==> src/rtl/string_decrypt_control.sv <==
// Decrypts the 16-entry string memory in place: c[i] ^= (key + i), stopping at a raw 0x00
// terminator or after 16 bytes. Three cycles per byte: present address, read/write, advance.
module string_decrypt_control (
  input  logic       clock,
  input  logic       reset,
  input  logic       start,
  input  logic [7:0] key,
  input  logic [7:0] mem_rdata,
  output logic [3:0] mem_addr,
  output logic [7:0] mem_wdata,
  output logic       mem_we,
  output logic       busy,
  output logic       done,
  output logic [4:0] count
);

  localparam logic [2:0] StIdle = 3'd0;
  localparam logic [2:0] StAddr = 3'd1;
  localparam logic [2:0] StRead = 3'd2;
  localparam logic [2:0] StInc  = 3'd3;
  localparam logic [2:0] StDone = 3'd4;

  logic [2:0] state_q, state_d;
  logic [4:0] idx_q, idx_d;
  logic [7:0] key_q, key_d;
  logic [7:0] plain;
  logic       in_read;

  always_comb begin
    state_d = state_q;
    idx_d   = idx_q;
    key_d   = key_q;
    unique case (state_q)
      StIdle: begin
        if (start) begin
          idx_d   = 5'd0;
          key_d   = key;
          state_d = StAddr;
        end
      end
      StAddr:  state_d = idx_q[4] ? StDone : StRead;
      // Only a raw 0x00 ends the pass; a decrypted 0x00 is an ordinary byte.
      StRead:  state_d = (mem_rdata == 8'h00) ? StDone : StInc;
      StInc: begin
        idx_d   = idx_q + 5'd1;
        state_d = StAddr;
      end
      StDone:  state_d = StIdle;
      default: state_d = StIdle;
    endcase
  end

  always_ff @(posedge clock) begin
    if (!reset) begin
      state_q <= StIdle;
      idx_q   <= 5'd0;
      key_q   <= 8'h00;
    end else begin
      state_q <= state_d;
      idx_q   <= idx_d;
      key_q   <= key_d;
    end
  end

  assign plain   = mem_rdata ^ (key_q + {4'b0000, idx_q[3:0]});
  assign in_read = (state_q == StRead) && reset;

  // Write path is gated by reset so an aborted READ cycle never commits.
  assign mem_addr  = idx_q[3:0];
  assign mem_we    = in_read && (mem_rdata != 8'h00);
  assign mem_wdata = in_read ? plain : 8'h00;
  assign busy      = (state_q == StAddr) || (state_q == StRead) || (state_q == StInc);
  assign done      = (state_q == StDone);
  assign count     = idx_q;

endmodule

==> config.mk <==
export PLATFORM = sky130hd
export DESIGN_NAME = string_decrypt_control
export DESIGN_NICKNAME = d
export VERILOG_FILES = /design/src/rtl/string_decrypt_control.sv
export SDC_FILE = /design/constraint.sdc
export NUM_CORES = 1
export LEC_CHECK = 0
export CAP_MARGIN = 15
export CORE_MARGIN = 2
export CORE_UTILIZATION = 44
export CTS_CLUSTER_SIZE = 28
export DETAILED_ROUTE_END_ITERATION = 8
export MAX_ROUTING_LAYER = met4
export PLACE_DENSITY_LB_ADDON = 0.12
export SLEW_MARGIN = 25
export SYNTH_ARGS = -nofsm -noshare
export SYNTH_HDL_FRONTEND = slang
export SYNTH_SLANG_ARGS = --single-unit
==> constraint.sdc <==
create_clock -name clock -period 2.3 [get_ports clock]
set_input_delay 0.23 -clock clock [delete_from_list [all_inputs] [get_ports clock]]
set_output_delay 0.23 -clock clock [all_outputs]
set_load 0.1 [all_outputs]
==> flow_metrics.tcl <==
set metrics [dict create \
    async_reset_ff_share_pct 0 \
    ys_warn_count 0 \
    tightest_slew_ps 537 \
    ys_seq_area_share_pct 30.0 \
    vias 1035 \
    drt-initial-drc-count 10 \
    die_area_um2 2840 \
    clk_pin_slew_ps 90 \
    nFillCells 173 \
    fmax_ghz 0.457 \
    ir_drop_mv 0.380 \
    netlist_top_cells_area "dfxtp_1 (30%), nand2_1 (6.7%), ha_1 (5.9%), xnor2_1 (5.7%), a21oi_1 (5.6%)" \
    portBuffers 38 \
    rsz0062_at_grt "no" \
    min_path_cells 2 \
    worstSetupStartpointType "register" \
    slowest_stage "dfxtp_4" \
    fin_nets 198 \
    gp_congestion 0.831 \
    timing.slew.headroom_pct 63.8 \
    pre_cts_ws_ps 384 \
    gr-usage-all-layers_pct 20.8 \
    fin_crit_ps 2190 \
    syn_to_final_growth_pct 57.7 \
    synth_cells 134 \
    synth.net_count 159 \
    antenna_found_initial 0 \
    synth.ff_latch_count 16 \
    grt_pass1_wl_mm 4.23 \
    fp.dieW_um 53.3 \
    slew_violations 0 \
    numCtsBuffers 3 \
    cts_hold_buffers 0 \
    grt_pass1_vias 945 \
    cts_htree_levels 1 \
    worstPathArrival_ps 1960 \
    synth_cell_type_count 32 \
    finClkSkew_ps 5.74 \
    wl_per_cell_um 12.7 \
    grt_overflow 0 \
    clockBufferDepth 2 \
    worstPathCellList "ha_4, fa_2, a21o_1, a21oi_2, xnor2_1, nor2_4, buf_12" \
    reg2reg_depth 4 \
    start_util_pct 47.4 \
    critPathMaxFanout 7 \
    status "completed" \
    ant_nets 0 \
    cp_num_cells 7 \
    pin_count 39 \
    finalHoldViolCount 0 \
    final.setup.tns_ps 0 \
    core-area_um2 2250 \
    vias_per_cell 5.18 \
    routed_wl_mm 2.53 \
    cp-end-kind "output pin" \
    r2r_slack_ps 950 \
    slowest_delay_ps 380 \
    path_class "reg -> out" \
    path_buf_inv 1 \
    synth_top_area_cell "dfxtp_1" \
    setup_violations 0 \
    cts_num_sinks 16 \
    synth-edff-count 0 \
    hold_class "reg -> reg" \
    power.density_nw_per_um2 416 \
    drt-pass1-iter-count 4 \
    drv_cap 0 \
    cts-root-buf "clkbuf_4" \
    synth_top_area_share_pct 30.0 \
    synth_flop_cell "dfxtp_1" \
    cts_tree "yes" \
    crit_required_ps 2070 \
    leakage_nw 0.677 \
    clk_latency_ps 290 \
    fin_crit_sh_pct 95.1 \
    setup_ws_ps 112 \
    hpwl_mm 2.03 \
    fp-row-count 17 \
    drive_above_1_share_pct 30.2 \
    synth.cell_area_um2 1070 \
    grt_max_degree 15 \
    syn_area_per_cell_um2 7.97 \
    post-route-drc-count 0 \
    antenna_cells 0 \
    die_y_um 53.3 \
    final_core_util_pct 74.8 \
    path_delay_family "adder cells" \
]
## routing by layer
metal | vias up | routed length, um | GRT usage [%]
met3 | 5 | 149 | 2.54
met5 | - | 0 | -
met2 | 26 | 1230 | 35.0
li1 | 535 | - | -
met4 | 0 | 37 | 8.97
met1 | 469 | 1120 | 24.9
## cell usage in the layout (no fill, tap or decap), types with 4 or more instances in the layout
master	instances
nor2b_1	4
xor2_1	4
a21boi_0	6
a21oi_1	11
nor2_2	5
xnor2_1	6
dfxtp_1	11
nor2_1	9
nand2_1	19
buf_4	14
dfxtp_4	4
buf_12	9
clkdlybuf4s50_1	18
## final cells by class
type                    count  area (um2)  area share, %
clock buffers               4        26.3           1.56
inverters                   2        7.51          0.445
multi-input cells         109         815           48.3
flip-flops and latches     16         337           20.0
well taps                  28        35.0           2.08
repair buffers             41         465           27.6
## per-stage QoR
stage               hold slack [ps]  power (W)  instances  cell area [um2]
finish                          474   0.000701        200             1690
global route                    498   0.000735        200             1690
CTS                             476   0.000705        200             1670
detailed placement              465   0.000546        196             1640
global placement                460   0.000543        196             1640
floorplan                       365   0.000470        134             1190
## repair_timing
action,in CTS,in global routing
setup buffers,0,0
setup endpoints to repair,0,2
gates resized for setup,0,5
## power breakdown
| group | total (W) | internal (W) | switching (W) |
|---|---|---|---|
| combinational | 0.000235 | 0.000101 | 0.000135 |
| clock | 0.000159 | 0.0000675 | 0.0000914 |
| sequential | 0.000306 | 0.000287 | 0.0000191 |
| total | 0.000701 | 0.000455 | 0.000245 |
## cell families (layout without fill, tap and decap cells)
logic type	Yosys count	after routing	synth area share [%]
buffers and inverters	9	47	5.62
AOI/OAI and AO/OA	33	33	19.7
xor gates and xnor gates	11	11	9.02
and+or+nand+nor	59	59	28.0
DFF	16	16	30.0
adders and majority gates	6	6	7.73
## flip-flops by register name (all words and copies together), names as in the netlist
name / cells
state_q: 3
key_q: 8
count: 5
## path summary, 6_finish.rpt
check	from	to
setup / recovery	count[0]$_SDFFE_PN0P_	mem_wdata[4]
setup reg to reg	state_q[0]$_SDFFE_PN0P_	key_q[1]$_SDFFE_PN0P_
hold / removal	key_q[2]$_SDFFE_PN0P_	key_q[2]$_SDFFE_PN0P_
hold reg to reg	key_q[2]$_SDFFE_PN0P_	key_q[2]$_SDFFE_PN0P_
## synthesized netlist by cell type, types with 2 or more instances
library cell,number
a21boi_1,2
nand3_1,3
a21oi_1,12
nor2b_1,4
nand2_1,19
dfxtp_1,16
a21o_1,2
xnor2_1,7
or4_1,2
nor2_2,2
a22oi_1,2
nor3_1,4
o21ai_0,5
buf_4,5
and2_1,3
inv_1,2
nor2_1,15
and3_1,3
a21boi_0,6
ha_1,5
xor2_1,4
## worst reg2reg max path: stages (launching register included)
cell	delay (ps)
dfxtp_1	400
nor4b_4	480
buf_4	210
nand2_1	50
a21boi_0	130
(Power assumes the default switching activity.)
